--- config.mk ---
export PLATFORM = sky130hd
export DESIGN_NAME = rtc_bcd_counter
export DESIGN_NICKNAME = d
export VERILOG_FILES = /design/src/rtl/rtc_bcd_counter_pkg.sv /design/src/rtl/rtc_bcd_counter_bcd_digit_pair.sv /design/src/rtl/rtc_bcd_counter.sv
export SDC_FILE = /design/constraint.sdc
export NUM_CORES = 1
export LEC_CHECK = 0
export ABC_AREA = 1
export CORE_MARGIN = 2
export CORE_UTILIZATION = 45
export DETAILED_ROUTE_END_ITERATION = 6
export GPL_TIMING_DRIVEN = 0
export PLACE_DENSITY = 0.87
export SLEW_MARGIN = 5
export SYNTH_ARGS = -nofsm -noshare
export SYNTH_HDL_FRONTEND = slang
export SYNTH_SLANG_ARGS = --single-unit
--- constraint.sdc ---
create_clock -name clk -period 2.4 [get_ports clk]
set_input_delay 0.36 -clock clk [delete_from_list [all_inputs] [get_ports clk]]
set_output_delay 0.36 -clock clk [all_outputs]
set_load 0.01 [all_outputs]
--- src/rtl/rtc_bcd_counter_pkg.sv ---
// Shared BCD types, digit limits and validation helpers for the real-time-clock counter.
package rtc_pkg;

    typedef logic [3:0] bcd_digit_t;
    typedef logic [7:0] bcd_byte_t;

    localparam bcd_digit_t BCD_MAX_UNITS    = 4'd9;
    localparam bcd_digit_t SEC_MIN_TENS_MAX = 4'd5;

    function automatic logic bcd_valid(input bcd_byte_t value, input bcd_digit_t tens_max);
        return (value[7:4] <= tens_max) && (value[3:0] <= BCD_MAX_UNITS);
    endfunction

    // Only meaningful for bytes that already pass bcd_valid.
    function automatic logic [7:0] bcd_to_bin(input bcd_byte_t value);
        return (8'(value[7:4]) * 8'd10) + 8'(value[3:0]);
    endfunction

endpackage

--- src/rtl/rtc_bcd_counter_bcd_digit_pair.sv ---
// Two-digit BCD counter with programmable last value (wraps to 00 after it),
// carry-in/carry-out and a parallel load that takes priority over counting.
module bcd_digit_pair
    import rtc_pkg::*;
(
    input  logic       clk,
    input  logic       rst,
    input  logic       inc,
    input  logic       load,
    input  logic [7:0] load_val,
    input  logic [7:0] wrap_val,
    output logic [7:0] q,
    output logic [7:0] nxt,
    output logic       carry
);

    bcd_byte_t q_r;
    bcd_byte_t nxt_s;

    assign carry = inc & (q_r == wrap_val);
    assign q     = q_r;
    assign nxt   = nxt_s;

    // Next-value selection: load, wrap, units carry into tens, plain increment.
    always_comb begin
        nxt_s = q_r;
        if (load) begin
            nxt_s = load_val;
        end else if (inc) begin
            if (q_r == wrap_val) begin
                nxt_s = 8'h00;
            end else if (q_r[3:0] == BCD_MAX_UNITS) begin
                nxt_s = {q_r[7:4] + 4'd1, 4'd0};
            end else begin
                nxt_s = {q_r[7:4], q_r[3:0] + 4'd1};
            end
        end else begin
            nxt_s = q_r;
        end
    end

    // Digit-pair state register.
    always_ff @(posedge clk) begin
        if (rst) begin
            q_r <= 8'h00;
        end else begin
            q_r <= nxt_s;
        end
    end

endmodule

--- src/rtl/rtc_bcd_counter.sv ---
// BCD hh:mm:ss time-of-day counter driven by a synchronized 1 Hz input.
// Optional alarm comparator is built when RTC_ALARM_EN is defined.
module rtc_bcd_counter
    import rtc_pkg::*;
#(
    parameter int HOURS_PER_DAY = 24,
    parameter int SYNC_STAGES   = 2
) (
    input  logic       clk,
    input  logic       rst,
    input  logic       clk_1hz,
    input  logic       run_en,
    input  logic       load,
    input  logic [7:0] load_hh,
    input  logic [7:0] load_mm,
    input  logic [7:0] load_ss,
`ifdef RTC_ALARM_EN
    input  logic       alarm_set,
    input  logic [7:0] alarm_hh,
    input  logic [7:0] alarm_mm,
    output logic       alarm,
`endif
    output logic [7:0] hh,
    output logic [7:0] mm,
    output logic [7:0] ss,
    output logic       sec_pulse,
    output logic       min_pulse,
    output logic       hour_pulse,
    output logic       day_pulse,
    output logic       load_err
);

    localparam int        HH_LAST  = HOURS_PER_DAY - 1;
    localparam bcd_byte_t HH_WRAP  = 8'(((HH_LAST / 10) * 16) + (HH_LAST % 10));
    localparam logic [7:0] HH_LIMIT = 8'(HOURS_PER_DAY);
    localparam bcd_byte_t MS_WRAP  = 8'h59;

    function automatic logic hh_valid(input bcd_byte_t value);
        return bcd_valid(value, BCD_MAX_UNITS) && (bcd_to_bin(value) < HH_LIMIT);
    endfunction

    logic [SYNC_STAGES-1:0] sync_r;
    logic [SYNC_STAGES-1:0] fill_r;
    logic                   hist_r;
    logic                   tick_r;
    logic                   tick_s;
    logic                   count_s;
    logic                   load_ok_s;
    logic                   err_s;
    logic                   ss_co_s, mm_co_s, hh_co_s;
    bcd_byte_t              ss_nxt_s, mm_nxt_s, hh_nxt_s;
    logic                   sec_pulse_r, min_pulse_r, hour_pulse_r, day_pulse_r, load_err_r;

    assign tick_s  = sync_r[SYNC_STAGES-1] & ~hist_r;
    assign count_s = tick_r & run_en & ~load;
    assign load_ok_s = load & hh_valid(load_hh)
                     & bcd_valid(load_mm, SEC_MIN_TENS_MAX)
                     & bcd_valid(load_ss, SEC_MIN_TENS_MAX);

    // Synchronizer, edge history and registered tick. History is pinned high until
    // the chain has refilled after reset so a level-high input is not seen as an edge.
    always_ff @(posedge clk) begin
        if (rst) begin
            sync_r <= {SYNC_STAGES{1'b0}};
            fill_r <= {SYNC_STAGES{1'b0}};
            hist_r <= 1'b1;
            tick_r <= 1'b0;
        end else begin
            sync_r <= {sync_r[SYNC_STAGES-2:0], clk_1hz};
            fill_r <= {fill_r[SYNC_STAGES-2:0], 1'b1};
            hist_r <= fill_r[SYNC_STAGES-1] ? sync_r[SYNC_STAGES-1] : 1'b1;
            tick_r <= tick_s;
        end
    end

    bcd_digit_pair u_ss (
        .clk(clk), .rst(rst), .inc(count_s), .load(load_ok_s),
        .load_val(load_ss), .wrap_val(MS_WRAP),
        .q(ss), .nxt(ss_nxt_s), .carry(ss_co_s)
    );

    bcd_digit_pair u_mm (
        .clk(clk), .rst(rst), .inc(ss_co_s), .load(load_ok_s),
        .load_val(load_mm), .wrap_val(MS_WRAP),
        .q(mm), .nxt(mm_nxt_s), .carry(mm_co_s)
    );

    bcd_digit_pair u_hh (
        .clk(clk), .rst(rst), .inc(mm_co_s), .load(load_ok_s),
        .load_val(load_hh), .wrap_val(HH_WRAP),
        .q(hh), .nxt(hh_nxt_s), .carry(hh_co_s)
    );

`ifdef RTC_ALARM_EN
    logic [7:0] alarm_hh_r;
    logic [7:0] alarm_mm_r;
    logic       armed_r;
    logic       alarm_r;
    logic       alarm_ok_s;
    logic       alarm_hit_s;

    assign alarm_ok_s  = alarm_set & hh_valid(alarm_hh) & bcd_valid(alarm_mm, SEC_MIN_TENS_MAX);
    assign alarm_hit_s = count_s & armed_r & (ss_nxt_s == 8'h00)
                       & (mm_nxt_s == alarm_mm_r) & (hh_nxt_s == alarm_hh_r);
    assign err_s       = (load & ~load_ok_s) | (alarm_set & ~alarm_ok_s);
    assign alarm       = alarm_r;

    // Alarm time registers and the pulse, which lines up with the counted tick.
    always_ff @(posedge clk) begin
        if (rst) begin
            alarm_hh_r <= 8'h00;
            alarm_mm_r <= 8'h00;
            armed_r    <= 1'b0;
            alarm_r    <= 1'b0;
        end else begin
            if (alarm_ok_s) begin
                alarm_hh_r <= alarm_hh;
                alarm_mm_r <= alarm_mm;
                armed_r    <= 1'b1;
            end else begin
                alarm_hh_r <= alarm_hh_r;
                alarm_mm_r <= alarm_mm_r;
                armed_r    <= armed_r;
            end
            alarm_r <= alarm_hit_s;
        end
    end
`else
    logic unused_nxt_s;
    assign unused_nxt_s = ^{ss_nxt_s, mm_nxt_s, hh_nxt_s};
    assign err_s        = load & ~load_ok_s;
`endif

    // Rollover and load-error pulses, registered so they coincide with the new time.
    always_ff @(posedge clk) begin
        if (rst) begin
            sec_pulse_r  <= 1'b0;
            min_pulse_r  <= 1'b0;
            hour_pulse_r <= 1'b0;
            day_pulse_r  <= 1'b0;
            load_err_r   <= 1'b0;
        end else begin
            sec_pulse_r  <= count_s;
            min_pulse_r  <= ss_co_s;
            hour_pulse_r <= mm_co_s;
            day_pulse_r  <= hh_co_s;
            load_err_r   <= err_s;
        end
    end

    assign sec_pulse  = sec_pulse_r;
    assign min_pulse  = min_pulse_r;
    assign hour_pulse = hour_pulse_r;
    assign day_pulse  = day_pulse_r;
    assign load_err   = load_err_r;

endmodule
==> reports/qor.csv, run 1 <==
stage,metric,value,unit
status,status,"finished, final reports clean",
sta,Tmin final,2330,ps
setup_path,kind of start point of the critical path,input pin,
power_and_ir_drop,VDD IR max,298,uV
global_route,vias in the first global route,2428,
sta,Max Freq,0.428,GHz
floorplanning,Initial Util,46.3,%
global_route,pin count of the biggest net entering global routing,13,
setup_path,crit-path max cell delay,500,ps
detailed_routing,post-route ant nets,0,
setup_path,crit-path max FO,4,
logic_synthesis,Post-synth EDFFs,0,
sta,final hold vios,0,
hold_path,Hold Path Class,reg -> reg,
global_route,initial antenna violation count,0,
floorplanning,Die Span X,76.5,um
global_route,GR Util met1,26.8,%
detailed_routing,Starting DRT DRC Count,226,
power_and_ir_drop,sw power,0.347,mW
setup_path,critical path arrival,2530,ps
detailed_routing,DRT Pass-1 Iters,7,
logic_synthesis,Mean Syn Cell Area,6.49,um2
floorplanning,Die ar.,5860,um2
placed_design,HPWL Detailed,4620,um
power_and_ir_drop,Seq pwr share,47.6,%
finish,fin area,3300,um2
global_route,first-pass GRT wire length,10900,um
global_route,met2 Use GR,40.8,%
setup_path,crit path kind,in -> reg,
logic_synthesis,asr flop ratio synth,0,%
power_and_ir_drop,LEAKAGE,1.54,nW
power_and_ir_drop,internal cell power,0.893,mW
finish,fin nets,489,
detailed_routing,drt total wl,7220,um
clocking,Clock Tree Root,clkbuf_8,
setup_path,worst-path cell chain,buf_4 > ha_4 > ha_4 > fa_1 > nand2_1 > inv_1 > nand3_2 > a21oi_4 > buf_4 > buf_4 > nand3_1 > nand2_1 > nand2_1 > nand2_1 > nor2_1,
power_and_ir_drop,Tot Pwr,1.24,mW
logic_synthesis,unique cell type count in the Yosys netlist,31,
sta,max_slew headroom,63.7,%
setup_path,Critical Path RT,2600,ps
finish,number of fillers in the final layout,438,
clocking,CTS Hold Bufs,0,
sta,Final Max Tran Viols,0,
power_and_ir_drop,clock power share,35.5,%
placed_design,I/O Buffers,57,
finish,final design utilization,64.6,%
finish,sequential cell area,702,um2
global_route,Global Route met3 Usage,3.91,%
placed_design,placed inst area,3030,um2
logic_synthesis,Synth Flop Type,dfxtp_1,
setup_path,CP Capture Type,register,
detailed_routing,drt wl/cell,14.1,um
logic_synthesis,register area share after synthesis,29.6,%
power_and_ir_drop,combinational share of power,16.9,%
placed_design,Final Wtd Congestion,0.875,
setup_path,cell mode on critical path,nand2_1,
setup_path,"Slowest-stage cell, CP",fa_1,
floorplanning,boundary pin count,58,
sta,Worst Skew,4.57,ps
global_route,GR peak layer,met2,
logic_synthesis,syn nets,413,
sta,final setup fails,0,
clocking,number of sinks on the clock net,35,
clocking,"CTS clk-pin slew, worst paths",80,ps
finish,layout cells sized above 1,11.1,%
clocking,htree depth,2,
sta,final period utilization,97.3,%
power_and_ir_drop,Pwr Density,376,nW/um2
logic_synthesis,Syn Inst Count,365,
flow_run,maxcap violations,0,
detailed_routing,via count,2695,
floorplanning,row cnt,26,
detailed_routing,# DRC,0,
clocking,CTS tree,done,
global_route,GRT Util Overall,22.5,%
finish,multi-input logic area,1470,um2
setup_path,"reg-to-reg slack, setup",180,ps
clocking,Max clock buf depth,2,
sta,Worst-Margin Slew,544,ps
finish,Area Growth Syn to Fin,39.5,%
finish,number of diodes,0,
logic_synthesis,#FFs+latches synth,35,
sta,WHS,402,ps
sta,setup ws final,65.2,ps
floorplanning,Core Region,5110,um2
clocking,Clock Latency Late Sink,290,ps
clocking,CTS buffer count,5,
power_and_ir_drop,sw frac,28.0,%
floorplanning,Die H,76.5,um
placed_design,Post-Place Setup Slack,-801,ps
logic_synthesis,Yosys Warn Count,0,
logic_synthesis,mapped cell area,2370,um2
global_route,Overflow after GRT,0,
detailed_routing,vias per cell,5.26,
-- power by group through the flow --
stage	clock, mW	combinational (mW)	sequential, mW
after global routing	0.462	0.228	0.591
after floorplan	0	0.0821	0.605
after CTS	0.431	0.170	0.591
after detailed placement	0	0.165	0.604
after global placement	0	0.161	0.604
final	0.440	0.209	0.591
-- state kept, by name, summed over array words and instances (netlist names) --
| name | cells |
|---|---|
| min_pulse | 1 |
| sync_r | 2 |
| hist_r | 1 |
| day_pulse | 1 |
| u_mm.q | 8 |
| u_ss.q | 8 |
| u_hh.q | 8 |
| sec_pulse | 1 |
| load_err | 1 |
| hour_pulse | 1 |
| fill_r | 2 |
| tick_r | 1 |
-- repair_timing --
item                                    in CTS  in global routing
endpoints found under the setup margin      25                 24
cloned                                       0                  1
pin swaps                                    5                  9
resized for setup                           30                 12
buffers inserted                             4                  7
hold endpoints to repair                     0                  0
-- cell usage after synthesis (2+ instances only) --
cell type	n	area share (%)
o21ai_1	2	0.42
buf_2	3	0.63
xor2_1	7	2.6
clkbuf_1	5	0.79
buf_6	2	0.95
or2_2	3	0.79
nand3_1	61	13
inv_1	50	7.9
a21oi_1	6	1.3
o21ai_0	3	0.63
nor4_1	2	0.53
ha_1	18	9.5
xnor2_1	4	1.5
nand2_1	82	13
inv_2	3	0.48
nand2_2	2	0.53
dfxtp_1	35	30
nor3_1	3	0.63
nor2_1	58	9.2
o211ai_1	2	0.63
nand4_1	2	0.53
o21bai_1	3	0.95
-- cell families after synthesis --
group | after synthesis | synth area share [%]
simple gates | 217 | 39.6
fa+ha+maj | 19 | 10.4
xor+xnor | 11 | 4.07
flops | 35 | 29.6
buf+inv | 63 | 10.8
compound gates | 20 | 5.60
-- routing by layer --
| metal | wire length, um | part of all wire (%) |
|---|---|---|
| met5 | 0 | 0 |
| met4 | 259 | 3.6 |
| met3 | 543 | 7.5 |
| met2 | 3590 | 50 |
| met1 | 2830 | 39 |
-- through the flow --
step	setup TNS, ps	instances
after floorplan	0	365
after CTS	0	504
after global placement	-18140	492
after global routing	-399	512
final	0	512
after detailed placement	-18890	492
-- cell type report --
class	count	area share [%]
Tap cell	70	2.65
Clock inverter	3	0.606
Clock buffer	5	2.08
Multi-Input combinational cell	267	44.6
Inverter	53	6.10
Timing Repair Buffer	69	20.1
Sequential cell	35	21.3
Buffer	10	2.61
-- placed cells by master, fill, tap and decap left out, types with 2 or more instances in the layout --
master	netlist	routed
clkdlybuf4s50_1	0	53
o211ai_1	2	2
buf_6	2	2
inv_1	50	50
nor3_1	3	3
dfxtp_1	35	34
ha_1	18	15
nand4_1	2	2
o21ai_2	1	3
buf_8	0	3
o21ai_0	3	3
nor4_1	2	2
buf_2	3	2
o21bai_1	3	3
or2_2	3	3
xor2_1	7	7
nor2_1	58	58
xnor2_1	4	4
ha_4	0	3
nand2_2	2	2
nand3_1	61	61
a21oi_1	6	6
clkbuf_8	0	5
nand2_1	82	81
clkinvlp_4	0	2
clkbuf_1	5	5
inv_2	3	2
buf_4	0	13
-- path summary, 6_finish.rpt --
path	start	to	cells past startpoint
max	load_hh[5]	u_ss.q[5]	15
min	hist_r	tick_r	1
max reg2reg	u_ss.q[0]	u_hh.q[2]	13
min reg2reg	hist_r	tick_r	1
-- worst max-delay path: cells and delay by family --
family,cells,cell delay [ps]
adders and majority gates,3,900
and+or+nand+nor,7,510
buffers and inverters,4,480
AOI/OAI and AO/OA,1,270
Power figures use the tool's default switching activity.
==> inputs of run 2 (changes only) <==
--- a/config.mk
+++ b/config.mk
@@ -6,6 +6,7 @@
 export NUM_CORES = 1
 export LEC_CHECK = 0
 export ABC_AREA = 1
+export CORE_ASPECT_RATIO = 1.25
 export CORE_MARGIN = 2
 export CORE_UTILIZATION = 45
 export DETAILED_ROUTE_END_ITERATION = 6
==> reports/qor.csv, run 2 (synthesized netlist as in run 1, its figures left out) <==
stage,metric,value,unit
sta,Worst Skew,6.36,ps
placed_design,Final Wtd Congestion,0.864,
placed_design,I/O Buffers,57,
power_and_ir_drop,sw power,0.312,mW
setup_path,"Slowest-stage cell, CP",fa_1,
finish,number of diodes,0,
setup_path,crit-path max cell delay,400,ps
floorplanning,Die ar.,5860,um2
hold_path,Hold Path Class,reg -> reg,
finish,fin area,3180,um2
setup_path,crit path kind,in -> reg,
global_route,initial antenna violation count,0,
clocking,Clock Latency Late Sink,290,ps
global_route,pin count of the biggest net entering global routing,12,
clocking,"CTS clk-pin slew, worst paths",70,ps
hold_path,hold depth,1,
detailed_routing,Met2 Routed Length,3140,um
detailed_routing,DRT Pass-1 Iters,4,
power_and_ir_drop,internal cell power,0.877,mW
clocking,Clock Tree Root,clkbuf_8,
clocking,CTS Hold Bufs,0,
sta,final hold vios,0,
finish,Area Growth Syn to Fin,34.4,%
setup_path,Worst Reg-to-Reg Cells,13,
setup_path,WP buf/inv,4,
global_route,vias in the first global route,2263,
global_route,Overflow after GRT,0,
setup_path,crit-path max FO,12,
clocking,number of sinks on the clock net,35,
finish,layout cells sized above 1,8.76,%
sta,Final Max Tran Viols,0,
power_and_ir_drop,clock power share,35.3,%
clocking,CTS tree,done,
sta,final period utilization,94.4,%
finish,"commonest non-fill, non-tap cell in the layout",nand2_1,
setup_path,CP Capture Type,register,
floorplanning,Die Span X,68.9,um
floorplanning,Initial Util,46.6,%
sta,RSZ-0062 raised after global routing,no,
detailed_routing,met1 wire length,2560,um
setup_path,worst-path cell chain,buf_4 > ha_4 > ha_4 > fa_1 > xor2_1 > inv_1 > nand2_4 > nand2_4 > buf_6 > nand3_1 > nand3_1 > nand2_1 > inv_1,
setup_path,critical path arrival,2460,ps
flow_run,maxcap violations,0,
detailed_routing,# DRC,0,
setup_path,Critical R2R Capture,u_hh.q[2],
detailed_routing,drt wl/cell,12.3,um
power_and_ir_drop,combinational share of power,15.1,%
power_and_ir_drop,VDD IR max,255,uV
placed_design,placed inst area,3020,um2
hold_path,Min-Delay Endpoint,hist_r,
sta,final setup fails,0,
detailed_routing,drt total wl,6120,um
global_route,first-pass GRT wire length,9850,um
sta,max_slew headroom,65.9,%
sta,Worst-Margin Slew,511,ps
power_and_ir_drop,Pwr Density,374,nW/um2
global_route,GRT Util Overall,21.6,%
placed_design,HPWL Detailed,4490,um
status,status,"finished, final reports clean",
sta,Max Freq,0.442,GHz
clocking,htree depth,2,
setup_path,CP top delay family,adder cells,
setup_path,"reg-to-reg slack, setup",310,ps
detailed_routing,metal3 WL,334,um
detailed_routing,vias per cell,5.15,
floorplanning,row cnt,29,
sta,Tmin final,2260,ps
clocking,CTS buffer count,5,
floorplanning,boundary pin count,58,
detailed_routing,post-route ant nets,0,
clocking,Max clock buf depth,2,
power_and_ir_drop,LEAKAGE,1.49,nW
finish,fin nets,481,
setup_path,reg2reg start,u_ss.q[0],
detailed_routing,DR top layer,met4,
detailed_routing,Starting DRT DRC Count,125,
floorplanning,Die H,85.1,um
floorplanning,Core Region,5080,um2
finish,most frequent cells in the layout,"nand2_1, nand3_1, nor2_1, clkdlybuf4s50_1, inv_1",
setup_path,kind of start point of the critical path,input pin,
detailed_routing,via count,2555,
hold_path,hold path startpoint,fill_r[1],
setup_path,Critical Path RT,2590,ps
sta,WHS,395,ps
power_and_ir_drop,Seq pwr share,49.7,%
power_and_ir_drop,sw frac,26.3,%
-- run 2: through the flow --
stage	worst slack (ps)	setup TNS [ps]	std cells	util (%)	power, mW
CTS	13.5	0	497	62.9	1.19
detailed placement	-837	-18940	484	59.4	0.768
global route	5.93	0	496	62.6	1.25
floorplan	13.2	0	365	-	0.687
finish	135	0	496	62.6	1.19
global placement	-734	-17410	484	59.4	0.763
-- run 2: area by class of cell --
cell class	count	area [um2]
Buffer	9	67.6
Multi-Input combinational cell	267	1450
Tap cell	62	77.6
Fill cell	469	1900
Inverter	53	204
Clock buffer	6	72.6
Clock inverter	2	12.5
Sequential cell	35	701
Timing Repair Buffer	62	594
-- run 2: power by group through the flow --
stage / registers [mW] / clock network, mW / logic [mW]
after global routing: 0.591 / 0.458 / 0.200
final: 0.591 / 0.419 / 0.179
after global placement: 0.604 / 0 / 0.159
after CTS: 0.591 / 0.428 / 0.175
after floorplan: 0.605 / 0 / 0.0821
after detailed placement: 0.604 / 0 / 0.164
-- run 2: how the worst max path moves through the flow --
stage	end	cells past startpoint	slack (ps)	from
after CTS	u_hh.q[4]	15	10	load_hh[4]
final	u_ss.q[2]	13	140	load_hh[7]
after global placement	u_mm.q[6]	14	-730	load_hh[7]
after detailed placement	u_hh.q[4]	13	-840	load_hh[7]
after floorplan	u_hh.q[6]	12	10	load_hh[5]
after global routing	u_ss.q[6]	15	6	load_hh[7]
-- run 2: metal layers --
layer / global-route usage (%) / vias to the layer above
li1: - / 1291
met4: 6.42 / 0
met1: 25.4 / 1169
met5: 0 / -
met3: 4.51 / 10
met2: 38.3 / 85
-- run 2: timing repair --
item | 4_1_cts | 5_1_grt
hold endpoints to repair | 0 | 0
pin swaps | 4 | 7
buffers inserted | 4 | 0
endpoints found under the setup margin | 25 | 24
cloned | 1 | 0
resized for setup | 25 | 11
